### config.mk
export PLATFORM = sky130hd
export DESIGN_NAME = idma_be_chan_arb
export DESIGN_NICKNAME = d
export VERILOG_FILES = /design/src/rtl/idma_be_chan_arb.sv
export SDC_FILE = /design/constraint.sdc
export NUM_CORES = 1
export LEC_CHECK = 0
export BUFFER_PORTS_ARGS = -buffer_cell sky130_fd_sc_hd__buf_2
export CAP_MARGIN = 20
export CORE_ASPECT_RATIO = 1.2
export CORE_UTILIZATION = 30
export DETAILED_ROUTE_END_ITERATION = 8
export PLACE_DENSITY_LB_ADDON = 0.1
export SKIP_CTS_REPAIR_TIMING = 1
export SLEW_MARGIN = 20
export SYNTH_ARGS = -nofsm -noshare
export SYNTH_HDL_FRONTEND = slang
export SYNTH_SLANG_ARGS = --single-unit
### constraint.sdc
create_clock -name clk_i -period 2.3 [get_ports clk_i]
set_input_delay 0.115 -clock clk_i [delete_from_list [all_inputs] [get_ports clk_i]]
set_output_delay 0.115 -clock clk_i [all_outputs]
set_load 0.005 [all_outputs]
### src/rtl/idma_be_chan_arb.sv
// -----------------------------------------------------------------------------
// idma_be_chan_arb
//
// Shares one iDMA backend between NumChan descriptor frontends. Burst requests
// are arbitrated round-robin, and the grant is held while the backend applies
// backpressure. The channel ID of every issued transfer is queued in order, so
// the backend's in-order completion pulses can be steered back to the channel
// that issued the transfer. Each channel also gets its own idle flag.
//
// Ports:
//   clk_i               clock
//   rst_ni              asynchronous active-low reset
//   chan_req_i          per-channel burst request
//   chan_valid_i        per-channel request valid
//   chan_ready_o        per-channel request accepted (combinational)
//   chan_tx_complete_o  per-channel one-cycle completion pulse (combinational)
//   chan_idle_o         channel has no outstanding transfers
//   be_req_o            request to the backend (combinational)
//   be_valid_o          request valid to the backend (combinational)
//   be_ready_i          backend accepts the request
//   be_tx_complete_i    backend completion pulse (in order)
//   err_o               sticky: a completion arrived with nothing outstanding
// -----------------------------------------------------------------------------
module idma_be_chan_arb #(
    parameter int  NumChan     = 2,
    parameter int  MaxInFlight = 4,
    parameter type burst_req_t = logic,
    parameter int  ChanIdWidth = (NumChan > 1) ? $clog2(NumChan) : 1,
    parameter int  CntWidth    = $clog2(MaxInFlight + 1)
) (
    input  logic               clk_i,
    input  logic               rst_ni,
    input  burst_req_t         chan_req_i [NumChan],
    input  logic [NumChan-1:0] chan_valid_i,
    output logic [NumChan-1:0] chan_ready_o,
    output logic [NumChan-1:0] chan_tx_complete_o,
    output logic [NumChan-1:0] chan_idle_o,
    output burst_req_t         be_req_o,
    output logic               be_valid_o,
    input  logic               be_ready_i,
    input  logic               be_tx_complete_i,
    output logic               err_o
);

    localparam int PtrWidth = (MaxInFlight > 1) ? $clog2(MaxInFlight) : 1;
    localparam logic [CntWidth-1:0]    FullCnt  = CntWidth'(MaxInFlight);
    localparam logic [CntWidth-1:0]    ZeroCnt  = {CntWidth{1'b0}};
    localparam logic [PtrWidth-1:0]    LastPtr  = PtrWidth'(MaxInFlight - 1);
    localparam logic [ChanIdWidth-1:0] LastChan = ChanIdWidth'(NumChan - 1);

    // Advance a FIFO pointer, wrapping after the last slot (depth need not be
    // a power of two).
    function automatic logic [PtrWidth-1:0] ptr_inc(input logic [PtrWidth-1:0] ptr);
        return (ptr == LastPtr) ? {PtrWidth{1'b0}} : ptr + PtrWidth'(1);
    endfunction

    // Arbitration and lock state
    logic [ChanIdWidth-1:0] rr_ptr_r;
    logic                   lock_r;
    logic [ChanIdWidth-1:0] lock_idx_r;

    // In-order ID FIFO and outstanding-transfer bookkeeping
    logic [ChanIdWidth-1:0] fifo_mem_r [MaxInFlight];
    logic [PtrWidth-1:0]    wr_ptr_r;
    logic [PtrWidth-1:0]    rd_ptr_r;
    logic [CntWidth-1:0]    total_cnt_r;
    logic [CntWidth-1:0]    chan_cnt_r [NumChan];
    logic                   err_r;

    logic                   full_s;
    logic                   any_valid_s;
    logic [ChanIdWidth-1:0] grant_s;
    logic                   hs_s;
    logic                   pop_s;
    logic [ChanIdWidth-1:0] head_s;

    // Issue is blocked on the registered count only, so a completion landing
    // in the full cycle cannot let a new request through in that same cycle.
    assign full_s      = (total_cnt_r == FullCnt);
    assign any_valid_s = |chan_valid_i;
    assign be_valid_o  = any_valid_s & ~full_s;
    assign hs_s        = be_valid_o & be_ready_i;
    assign head_s      = fifo_mem_r[rd_ptr_r];
    // total_cnt_r mirrors FIFO occupancy, so a nonzero count means a valid head.
    assign pop_s       = be_tx_complete_i & (total_cnt_r != ZeroCnt);
    assign be_req_o    = any_valid_s ? chan_req_i[grant_s] : '0;
    assign err_o       = err_r;

    // Grant selection: locked index while backpressured, otherwise the first
    // valid channel at or after the round-robin pointer.
    always_comb begin
        logic found;
        int   cand;
        logic hit;
        grant_s = rr_ptr_r;
        found   = 1'b0;
        cand    = 0;
        hit     = 1'b0;
        if (lock_r) begin
            grant_s = lock_idx_r;
        end else begin
            for (int k = 0; k < NumChan; k++) begin
                cand    = (int'(rr_ptr_r) + k) % NumChan;
                hit     = ~found & chan_valid_i[ChanIdWidth'(cand)];
                grant_s = hit ? ChanIdWidth'(cand) : grant_s;
                found   = found | hit;
            end
        end
    end

    // Per-channel ready, completion steering and idle flags.
    always_comb begin
        chan_ready_o       = {NumChan{1'b0}};
        chan_tx_complete_o = {NumChan{1'b0}};
        chan_idle_o        = {NumChan{1'b0}};
        for (int i = 0; i < NumChan; i++) begin
            chan_ready_o[i]       = (grant_s == ChanIdWidth'(i)) & chan_valid_i[i]
                                    & be_ready_i & ~full_s;
            chan_tx_complete_o[i] = pop_s & (head_s == ChanIdWidth'(i));
            chan_idle_o[i]        = (chan_cnt_r[i] == ZeroCnt);
        end
    end

    // Round-robin pointer and grant lock: the lock pins the grant while the
    // backend stalls a valid request; the pointer moves past each accepted one.
    always_ff @(posedge clk_i or negedge rst_ni) begin
        if (!rst_ni) begin
            rr_ptr_r   <= {ChanIdWidth{1'b0}};
            lock_r     <= 1'b0;
            lock_idx_r <= {ChanIdWidth{1'b0}};
        end else if (hs_s) begin
            lock_r   <= 1'b0;
            rr_ptr_r <= (grant_s == LastChan) ? {ChanIdWidth{1'b0}} : grant_s + ChanIdWidth'(1);
        end else if (be_valid_o) begin
            lock_r     <= 1'b1;
            lock_idx_r <= grant_s;
        end
    end

    // ID FIFO storage; contents are don't-care until written.
    always_ff @(posedge clk_i) begin
        if (hs_s) begin
            fifo_mem_r[wr_ptr_r] <= grant_s;
        end
    end

    // ID FIFO pointers; push and pop may happen in the same cycle.
    always_ff @(posedge clk_i or negedge rst_ni) begin
        if (!rst_ni) begin
            wr_ptr_r <= {PtrWidth{1'b0}};
            rd_ptr_r <= {PtrWidth{1'b0}};
        end else begin
            if (hs_s) begin
                wr_ptr_r <= ptr_inc(wr_ptr_r);
            end
            if (pop_s) begin
                rd_ptr_r <= ptr_inc(rd_ptr_r);
            end
        end
    end

    // Outstanding counters and the sticky spurious-completion flag. A push and
    // a pop on the same channel cancel out in that channel's counter.
    always_ff @(posedge clk_i or negedge rst_ni) begin
        if (!rst_ni) begin
            total_cnt_r <= ZeroCnt;
            for (int i = 0; i < NumChan; i++) begin
                chan_cnt_r[i] <= ZeroCnt;
            end
            err_r <= 1'b0;
        end else begin
            total_cnt_r <= total_cnt_r + CntWidth'(hs_s) - CntWidth'(pop_s);
            for (int i = 0; i < NumChan; i++) begin
                chan_cnt_r[i] <= chan_cnt_r[i]
                                 + CntWidth'(hs_s  && (grant_s == ChanIdWidth'(i)))
                                 - CntWidth'(pop_s && (head_s  == ChanIdWidth'(i)));
            end
            err_r <= err_r | (be_tx_complete_i & (total_cnt_r == ZeroCnt));
        end
    end

    // Sum of the per-channel counters, used by the bookkeeping invariant.
    function automatic logic [31:0] cnt_sum();
        logic [31:0] acc;
        acc = 32'd0;
        for (int i = 0; i < NumChan; i++) begin
            acc = acc + 32'(chan_cnt_r[i]);
        end
        return acc;
    endfunction

    // Protocol and bookkeeping invariants.
    a_lock_stable: assert property (@(posedge clk_i) disable iff (!rst_ni)
        lock_r |-> (be_valid_o && (be_req_o == $past(be_req_o))));
    a_cnt_sum: assert property (@(posedge clk_i) disable iff (!rst_ni)
        cnt_sum() == 32'(total_cnt_r));
    a_no_overflow: assert property (@(posedge clk_i) disable iff (!rst_ni)
        !(hs_s && full_s));

endmodule
==> results.md, run 1 <==
- Status: finished, final reports clean
- Die W: 58.15 microns
- Via/cell ratio: 4.164
- Synth unique cells: 25
- Placement row count: 24
- Fin crit period: 2271 ps
- Final Skew: 3.072 ps
- Yosys reg bits: 21
- CTS clk-pin slew, worst paths: 70 ps
- CTS buffer count: 3
- Clk_lat worst skew: 260 ps
- Layout cells sized above 1: 44.80%
- Final setup margin: 29.40 ps
- Register Area: 546.8 sq um
- Die Ht: 69.38 microns
- Nets@finish: 148
- Worst path required time: 2450 ps
- Pleak: 0.0007121 uW
- Slew Viols, Final: 0
- Crit path launch type: flop
- Pin count of the biggest net entering global routing: 18
- Pwr Density: 1361 nW/um^2
- # IOs: 17
- Setup_tns: 0 ps
- Ys Warns: 0
- Initial Util: 31.23%
- Via count: 737
- Syn avg cell area: 12.34 sq um
- CTS H-tree depth: 1
- Gr ovfl total: 0
- Maxcap violations: 0
- Synth top area share: 37.49%
- Peak supply drop: 0.0005083 V
- Worst slack, placed: 3.154 ps
- Post-layout util: 42.39%
- Net Count, Synth: 114
- RSZ-0062 raised after global routing: yes
- Combined area of the multi-input logic cells: 644.4 sq um
- Top post-synthesis cells by count: dfrtp_1 (17), inv_1 (13), ha_1 (11)
- Worst Tran Pin Value: 411.3 ps
- Worst EP arrival: 2420 ps
- Number of synthesized flops with an enable pin: 4
- PortBufs: 16
- Most common cell in the netlist: dfrtp_1
- Final HPWL DP: 1.435 mm
- Top cells by area, synth: dfrtp_1 (37%), ha_1 (12%), edfxtp_1 (11%)
- Die ar.: 4034 sq um
- Core ar.: 3633 sq um
- Synth async-reset ratio: 80.95%
- TritonRoute pass-1 iters: 4
- Post-route DRC violation count: 0
- Top FF cell, synth: dfrtp_1
- 1st-iter DRT viols: 18
- Final setup viols: 0
- Global-route wire length before repair: 3.222 mm
- # diodes: 0
- Antenna-violating nets left: 0
- Initial antenna violation count: 0
- Setup CP Type: flop to flop
- Vias in the first global route: 697
- GPL Wtd Cong: 0.7347
- Clock Tree Root: clkbuf_8
- CTS max path bufs: 2
- Fillers: 364
- CP endpoint kind: flop
- Final Hold Vio Count: 0
- Worst rel slew slack: 72.58%
- Crit path max fanout: 5
- Final Cycle Share: 98.72%
- Fmax: 0.4404 GHz
- WL/cell: 11.06 microns
- Final Routed Wirelength: 1.958 mm
- Synthesized cell area: 1135 sq um
- Synthesized instance count: 92
- CTS tree: built
- Post-synth top area cell: dfrtp_1
- CTS Sinks: 21
- Hold Path Class: input pin to flop
- Gr usage total: 10.58%
- Post-synthesis sequential area ratio: 48.07%
- Layout area overhead: 35.72%
power by group:
part	switching (uW)	leakage [uW]	internal (uW)
logic	466	0.000456	631
clock network	119	0.0000228	123
registers	177	0.000233	581
total	762	0.000712	1340
cell type report:
cell class	count	share of cell area (%)
flip-flops and latches	21	35.50
clock buffers	4	2.924
inverters	14	3.574
multi-input cells	57	41.84
well taps	52	4.224
repair buffers	29	11.94
worst max-delay path, cell delays in order, from the launching register on:
cell	delay, ps
dfrtp_1	500
nor3b_4	100
nor3b_4	290
buf_4	170
inv_4	30
ha_4	240
inv_2	30
ha_4	140
fa_2	370
xor2_2	150
xnor2_1	120
final timing paths:
kind	from	endpoint	slack, ps	cells past startpoint
worst max-delay path	total_cnt_r[1]	total_cnt_r[2]	30	10
worst min-delay path	be_tx_complete_i	err_o	100	2
worst max register to register	total_cnt_r[1]	total_cnt_r[2]	30	10
worst min register to register	err_o	err_o	450	1
max in group asynchronous	rst_ni	total_cnt_r[0]	1680	2
min in group asynchronous	rst_ni	chan_cnt_r[0]	310	2
metal layers:
metal,GRT usage (%),part of all wire [%],up-vias
met5,0,0,-
met4,3.704,1.4,0
met3,4.104,3.6,4
met2,16.35,50,9
met1,13.30,45,355
li1,-,-,369
kinds of logic after synthesis:
logic type	share of synthesized area [%]
xor+xnor	4.631
buf+inv	4.631
simple gates	13.12
fa+ha+maj	17.42
mux	8.820
compound gates	3.306
flops	48.07
registers in the layout, summed over array words and instances (netlist names):
signal	cells
rr_ptr_r	1
chan_cnt_r	6
lock_r	1
err_o	1
total_cnt_r	3
rd_ptr_r	2
wr_ptr_r	2
lock_idx_r	1
fifo_mem_r	4
per-stage QoR:
step | area (sq um) | total power (uW) | cells | hold slack, ps
5_1_grt | 1540 | 2304 | 177 | 107.9
4_1_cts | 1400 | 1904 | 173 | -212.9
2_1_floorplan | 1142 | 1336 | 92 | -180.6
3_5_place_dp | 1355 | 1655 | 169 | 77.63
6_report | 1540 | 2097 | 177 | 104.0
3_3_place_gp | 1355 | 1628 | 169 | 76.11
placed cells by master, fill, tap and decap left out, types with 4 or more instances in the layout:
cell type  synthesis  layout
nor2_1             5       4
ha_4               0       4
nand2_1            5       4
edfxtp_1           4       4
nor3_1             5       5
inv_1             13      10
buf_2              0      16
and2_1             4       4
dfrtp_1           17      16
buf_4              0      11
ha_1              11       7
No activity file was read; power rests on OpenSTA's default activity.
==> run 2, diff against run 1 <==
--- a/config.mk
+++ b/config.mk
@@ -8,7 +8,7 @@
 export BUFFER_PORTS_ARGS = -buffer_cell sky130_fd_sc_hd__buf_2
 export CAP_MARGIN = 20
 export CORE_ASPECT_RATIO = 1.2
-export CORE_UTILIZATION = 30
+export CORE_UTILIZATION = 35
 export DETAILED_ROUTE_END_ITERATION = 8
 export PLACE_DENSITY_LB_ADDON = 0.1
 export SKIP_CTS_REPAIR_TIMING = 1
==> run 2 against run 1 <==
The run now ends with setup timing left. First-iteration DRC count fell by 72%. Via count increased by 2.8%. Global-route usage is 1.9 points higher. Critical endpoint is now chan_cnt_r[2]. Highest routed layer unchanged.
==> results.md, run 2 (same netlist as run 1, synthesis figures left out) <==
- Status: finished with violations
- Failing checks: setup timing
- Hold Path End: err_o
- Power consumption: 2026 uW (-3.4%)
- Final Skew: 1.818 ps (-1.254 ps)
- Crit path launch type: flop
- Clock Tree Root: clkbuf_4
- Clk_lat worst skew: 300 ps (+40 ps)
- Antenna-violating nets left: 0 (unchanged)
- PortBufs: 16 (unchanged)
- Most flop-heavy register: chan_cnt_r
- Hold Path Class: input pin to flop
- Worst rel slew slack: 71.78% (-0.80 points)
- Pwr Density: 1373 nW/um^2 (+0.86%)
- Crit path max fanout: 6 (+1)
- Maxcap violations: 0 (unchanged)
- Fin crit period: 2307 ps (+35.90 ps)
- Gr ovfl total: 0 (unchanged)
- CTS buffer count: 3 (unchanged)
- Worst path required time: 2500 ps (+50 ps)
- Slew Viols, Final: 0 (unchanged)
- CTS max path bufs: 2 (unchanged)
- TritonRoute pass-1 iters: 2 (-2)
- Final HPWL DP: 1.471 mm (+2.5%)
- R2R depth: 10 (unchanged)
- Die W: 53.98 microns (-7.2%)
- Via/cell ratio: 4.679 (+12%)
- Worst hold margin: 33.56 ps (-70.40 ps)
- Gr usage total: 12.49% (+1.9 points)
- Die ar.: 3475 sq um (-14%)
- Layout area overhead: 29.99%
- Hold path depth: 2 (unchanged)
- Layout cells sized above 1: 43.65% (-1.1 points)
- Core ar.: 3083 sq um (-15%)
- Final Routed Wirelength: 2.018 mm (+3.1%)
- Via count: 758 (+2.8%)
- Pin count of the biggest net entering global routing: 18 (unchanged)
- Most used cell, CP: nor3b_4
- R2r endpoint: chan_cnt_r[2]
- Pleak: 0.0007079 uW (-0.59%)
- CTS clk-pin slew, worst paths: 120 ps (+50 ps)
- CTS H-tree depth: 1 (unchanged)
- Post-route DRC violation count: 0 (unchanged)
- Max reg flops: 6 (unchanged)
- CTS tree: built
- Peak supply drop: 0.0006389 V (+26%)
- Worst EP arrival: 2510 ps (+90 ps)
- CP endpoint kind: flop
- R2R Setup Slk: -7 ps (-40 ps)
- 1st-iter DRT viols: 5 (-13)
- Initial antenna violation count: 0 (unchanged)
- Initial Util: 36.81% (+5.6 points)
- Fmax: 0.4336 GHz (-1.6%)
- CTS Sinks: 21 (unchanged)
- Die Ht: 64.38 microns (-7.2%)
- Final Hold Vio Count: 0 (unchanged)
- RSZ-0062 raised after global routing: yes
- Crit-path max cell delay: 430 ps (-70 ps)
- # IOs: 17 (unchanged)
- Global-route wire length before repair: 3.132 mm (-2.8%)
- Hold path start: be_tx_complete_i
- Slowest cell on the critical path: dfrtp_1
- Vias in the first global route: 730 (+4.7%)
- Final setup viols: 1 (+1)
- Highest-count cells in the layout ignoring fill and taps: dfrtp_1 (16), buf_2 (16), buf_4 (13)
- Nets@finish: 149 (+0.68%)
- Setup CP Type: flop to flop
- Final setup margin: -6.505 ps (-35.90 ps)
- Worst Tran Pin Value: 421.7 ps (+10.41 ps)
- GPL Wtd Cong: 0.7385 (+0.52%)
- WL/cell: 12.46 microns (+13%)
- # diodes: 0 (unchanged)
- Final Cycle Share: 100.3% (+1.6 points)
- Placement row count: 22 (-8.3%)
- Worst R2R Start: total_cnt_r[2]
- Crit-path cells: nor3b_4 -> nor3b_4 -> nand2_1 -> ha_4 -> inv_1 -> ha_2 -> inv_2 -> fa_2 -> xnor2_2 -> xnor2_1
- Biggest regs: chan_cnt_r: 6 flops, fifo_mem_r: 4 flops, total_cnt_r: 3 flops
==> run 2: routing by layer <==
| layer | share of wire (%) | track usage, % | wire length, microns |
|---|---|---|---|
| met5 | 0 | 0 | 0 |
| met4 | 0.64 | 5.769 | 13 |
| met3 | 2.8 | 2.143 | 57 |
| met2 | 50 | 20.68 | 1006 |
| met1 | 47 | 15.20 | 940 |
==> run 2: critical path: cells and delay by family (launching register included) <==
family | cells | cell delay, ps
xor gates and xnor gates | 2 | 270
adders and majority gates | 3 | 800
buffers and inverters | 2 | 90
DFF | 1 | 430
and+or+nand+nor | 3 | 630
==> run 2: worst max-delay path by stage <==
stage / from / endpoint / slack (ps)
2_1_floorplan: total_cnt_r[1] / chan_cnt_r[5] / 0.5
4_1_cts: total_cnt_r[2] / chan_cnt_r[5] / -60
3_5_place_dp: total_cnt_r[2] / chan_cnt_r[5] / -30
5_1_grt: total_cnt_r[2] / chan_cnt_r[2] / -110
6_report: total_cnt_r[2] / chan_cnt_r[2] / -7
3_3_place_gp: total_cnt_r[2] / chan_cnt_r[2] / 3
==> run 2: layout make-up <==
class                   instances  area, sq um
flip-flops and latches         21        546.8
fillers                       300         1608
multi-input cells              57        615.6
clock buffers                   3        22.52
well taps                      36        45.04
clock inverters                 1        5.005
inverters                      14        52.55
repair buffers                 30        187.7
==> run 2: metrics by stage <==
step / setup TNS [ps] / cell area (sq um) / setup WS (ps) / cells / utilization, %
detailed placement: -30.55 / 1328 / -30.55 / 152 / 43.06
global placement: 0 / 1328 / 3.266 / 152 / 43.06
floorplan: 0 / 1142 / 0.5145 / 92 / -
finish: -6.505 / 1475 / -6.505 / 162 / 47.85
CTS: -88.23 / 1355 / -57.83 / 156 / 43.95
global route: -323.7 / 1475 / -106.1 / 162 / 47.85
==> run 2: power by group <==
| group | total (uW) | switching (uW) | internal, uW |
|---|---|---|---|
| clock network | 184 | 119 | 64.9 |
| logic | 1100 | 469 | 632 |
| registers | 741 | 162 | 579 |
| total | 2030 | 750 | 1280 |
==> run 3, diff against run 2 <==
--- a/config.mk
+++ b/config.mk
@@ -9,6 +9,7 @@
 export CAP_MARGIN = 20
 export CORE_ASPECT_RATIO = 1.2
 export CORE_UTILIZATION = 35
+export CTS_BUF_LIST = sky130_fd_sc_hd__clkbuf_8
 export DETAILED_ROUTE_END_ITERATION = 8
 export PLACE_DENSITY_LB_ADDON = 0.1
 export SKIP_CTS_REPAIR_TIMING = 1
==> run 3 against run 2 <==
Highest routed layer unchanged. Clock power grew 34%. Routed wire length shrank 0.55%. Final cell count is the same. The flow now finishes without violations.
==> results.md, run 3 (same netlist as run 1, synthesis figures left out) <==
- Initial antenna violation count: 0 (unchanged)
- Final Hold Vio Count: 0 (unchanged)
- Core ar.: 3083 sq um (unchanged)
- Die Ht: 64.38 microns (unchanged)
- Dpl cells: 152 (unchanged)
- Final Non-Filler Cells: 162 (unchanged)
- Slowest cell on the critical path: dfrtp_1
- Crit-path cells: nor3b_4 -> nor3b_4 -> nand2_1 -> ha_4 -> inv_1 -> ha_2 -> inv_2 -> fa_2 -> xnor2_2 -> xnor2_1
- Status: finished, final reports clean
- Via/cell ratio: 4.611 (-1.5%)
- CTS clk-pin slew, worst paths: 80 ps (-40 ps)
- Final Cycle Share: 99.88% (-0.40 points)
- Post-route DRC violation count: 0 (unchanged)
- 1st-iter DRT viols: 5 (unchanged)
- Hold Path Class: input pin to flop
- Crit path launch type: flop
- Final setup margin: 2.766 ps (+9.271 ps)
- Setup CP Type: flop to flop
- Biggest regs: chan_cnt_r: 6 flops, fifo_mem_r: 4 flops, total_cnt_r: 3 flops
- # IOs: 17 (unchanged)
- Post-layout util: 48.46% (+0.61 points)
- Most flop-heavy register: chan_cnt_r
- Register Area: 546.8 sq um (unchanged)
- CP endpoint kind: flop
- RSZ-0062 raised after global routing: yes
- Final setup viols: 0 (-1)
- Fillers: 296 (-1.3%)
- Via count: 747 (-1.5%)
- Worst slack, placed: -30.55 ps (unchanged)
- Worst hold margin: 86.42 ps (+52.86 ps)
- Layout cells sized above 1: 43.65% (unchanged)
- Die W: 53.98 microns (unchanged)
- CTS H-tree depth: 1 (unchanged)
- Fin crit period: 2297 ps (-9.271 ps)
- Worst path required time: 2450 ps (-50 ps)
- CTS Sinks: 21 (unchanged)
- TritonRoute pass-1 iters: 2 (unchanged)
- Peak supply drop: 0.0006391 V (about the same)
- Initial Util: 36.81% (unchanged)
- Pleak: 0.0007156 uW (+1.1%)
- Pwr Density: 1391 nW/um^2 (+1.3%)
- Slew Viols, Final: 0 (unchanged)
- Fmax: 0.4353 GHz (+0.40%)
- Pin count of the biggest net entering global routing: 18 (unchanged)
- GPL Wtd Cong: 0.7385 (unchanged)
- Final HPWL DP: 1.471 mm (unchanged)
- Max reg flops: 6 (unchanged)
- Setup_tns: 0 ps (+6.505 ps)
- Nets@finish: 149 (unchanged)
- Global-route wire length before repair: 3.194 mm (+2.0%)
- Combined area of the multi-input logic cells: 615.6 sq um (unchanged)
- Final Skew: 2.096 ps (+0.2782 ps)
- Vias in the first global route: 751 (+2.9%)
- CTS buffer count: 3 (unchanged)
- Final Routed Wirelength: 2.007 mm (-0.55%)
- Worst Tran Pin Value: 418.2 ps (-3.519 ps)
- Highest-count cells in the layout ignoring fill and taps: dfrtp_1 (16), buf_2 (16), buf_4 (13)
- Worst rel slew slack: 72.02% (+0.24 points)
- Crit-path max cell delay: 410 ps (-20 ps)
- Antenna-violating nets left: 0 (unchanged)
- # diodes: 0 (unchanged)
- Clk_lat worst skew: 260 ps (-40 ps)
- Worst EP arrival: 2450 ps (-60 ps)
- Placement row count: 22 (unchanged)
- Maxcap violations: 0 (unchanged)
- Gr usage total: 12.64% (+0.14 points)
- Layout area overhead: 31.64%
- CTS tree: built
- Die ar.: 3475 sq um (unchanged)
- Most used cell, CP: nor3b_4
- Crit path max fanout: 6 (unchanged)
- PortBufs: 16 (unchanged)
- Gr ovfl total: 0 (unchanged)
- Clock Tree Root: clkbuf_8
- WL/cell: 12.39 microns (-0.55%)
- CTS max path bufs: 2 (unchanged)
## run 3: cell types whose count changed in the layout (fill, tap and decap cells not counted)
| cell | before | now |
|---|---|---|
| clkbuf_4 | 3 | 0 |
| clkbuf_8 | 0 | 3 |
## run 3: final timing paths
check	from	to	slack (ps)	cells after the start
worst max-delay path	total_cnt_r[2]	chan_cnt_r[2]	3	10
worst min-delay path	be_tx_complete_i	err_o	90	2
worst max register to register	total_cnt_r[2]	chan_cnt_r[2]	3	10
worst min register to register	err_o	err_o	460	1
max in group asynchronous	rst_ni	total_cnt_r[0]	1680	2
min in group asynchronous	rst_ni	chan_cnt_r[0]	310	2
## run 3: through the flow
| step | area [sq um] | total power, uW |
|---|---|---|
| 2_1_floorplan | 1142 | 1336 |
| 3_3_place_gp | 1328 | 1610 |
| 3_5_place_dp | 1328 | 1672 |
| 4_1_cts | 1374 | 1926 |
| 5_1_grt | 1494 | 2291 |
| 6_report | 1494 | 2078 |
## run 3: critical path, delay by kind of cell (launching register included)
family        cells  cell delay (ps)
flops             1              410
buf+inv           2               90
simple gates      3              630
fa+ha+maj         3              800
xor+xnor          2              270
## run 3: cell type report
cell class / count / area share [%]
clock buffer: 3 / 2.764
clock inverter: 1 / 0.3350
inverter: 14 / 3.518
multi-input combinational: 57 / 41.21
sequential: 21 / 36.60
tap: 36 / 3.015
timing repair buffer: 30 / 12.56
## run 3: power by group
group	internal (uW)	switching, uW
Clock	121	126
Combinational	626	464
Sequential	580	161
## run 3: layer usage
layer,routed length [microns],global-route usage (%)
met4,13,4.808
met3,57,2.143
met5,0,0
met1,961,15.20
met2,975,21.60
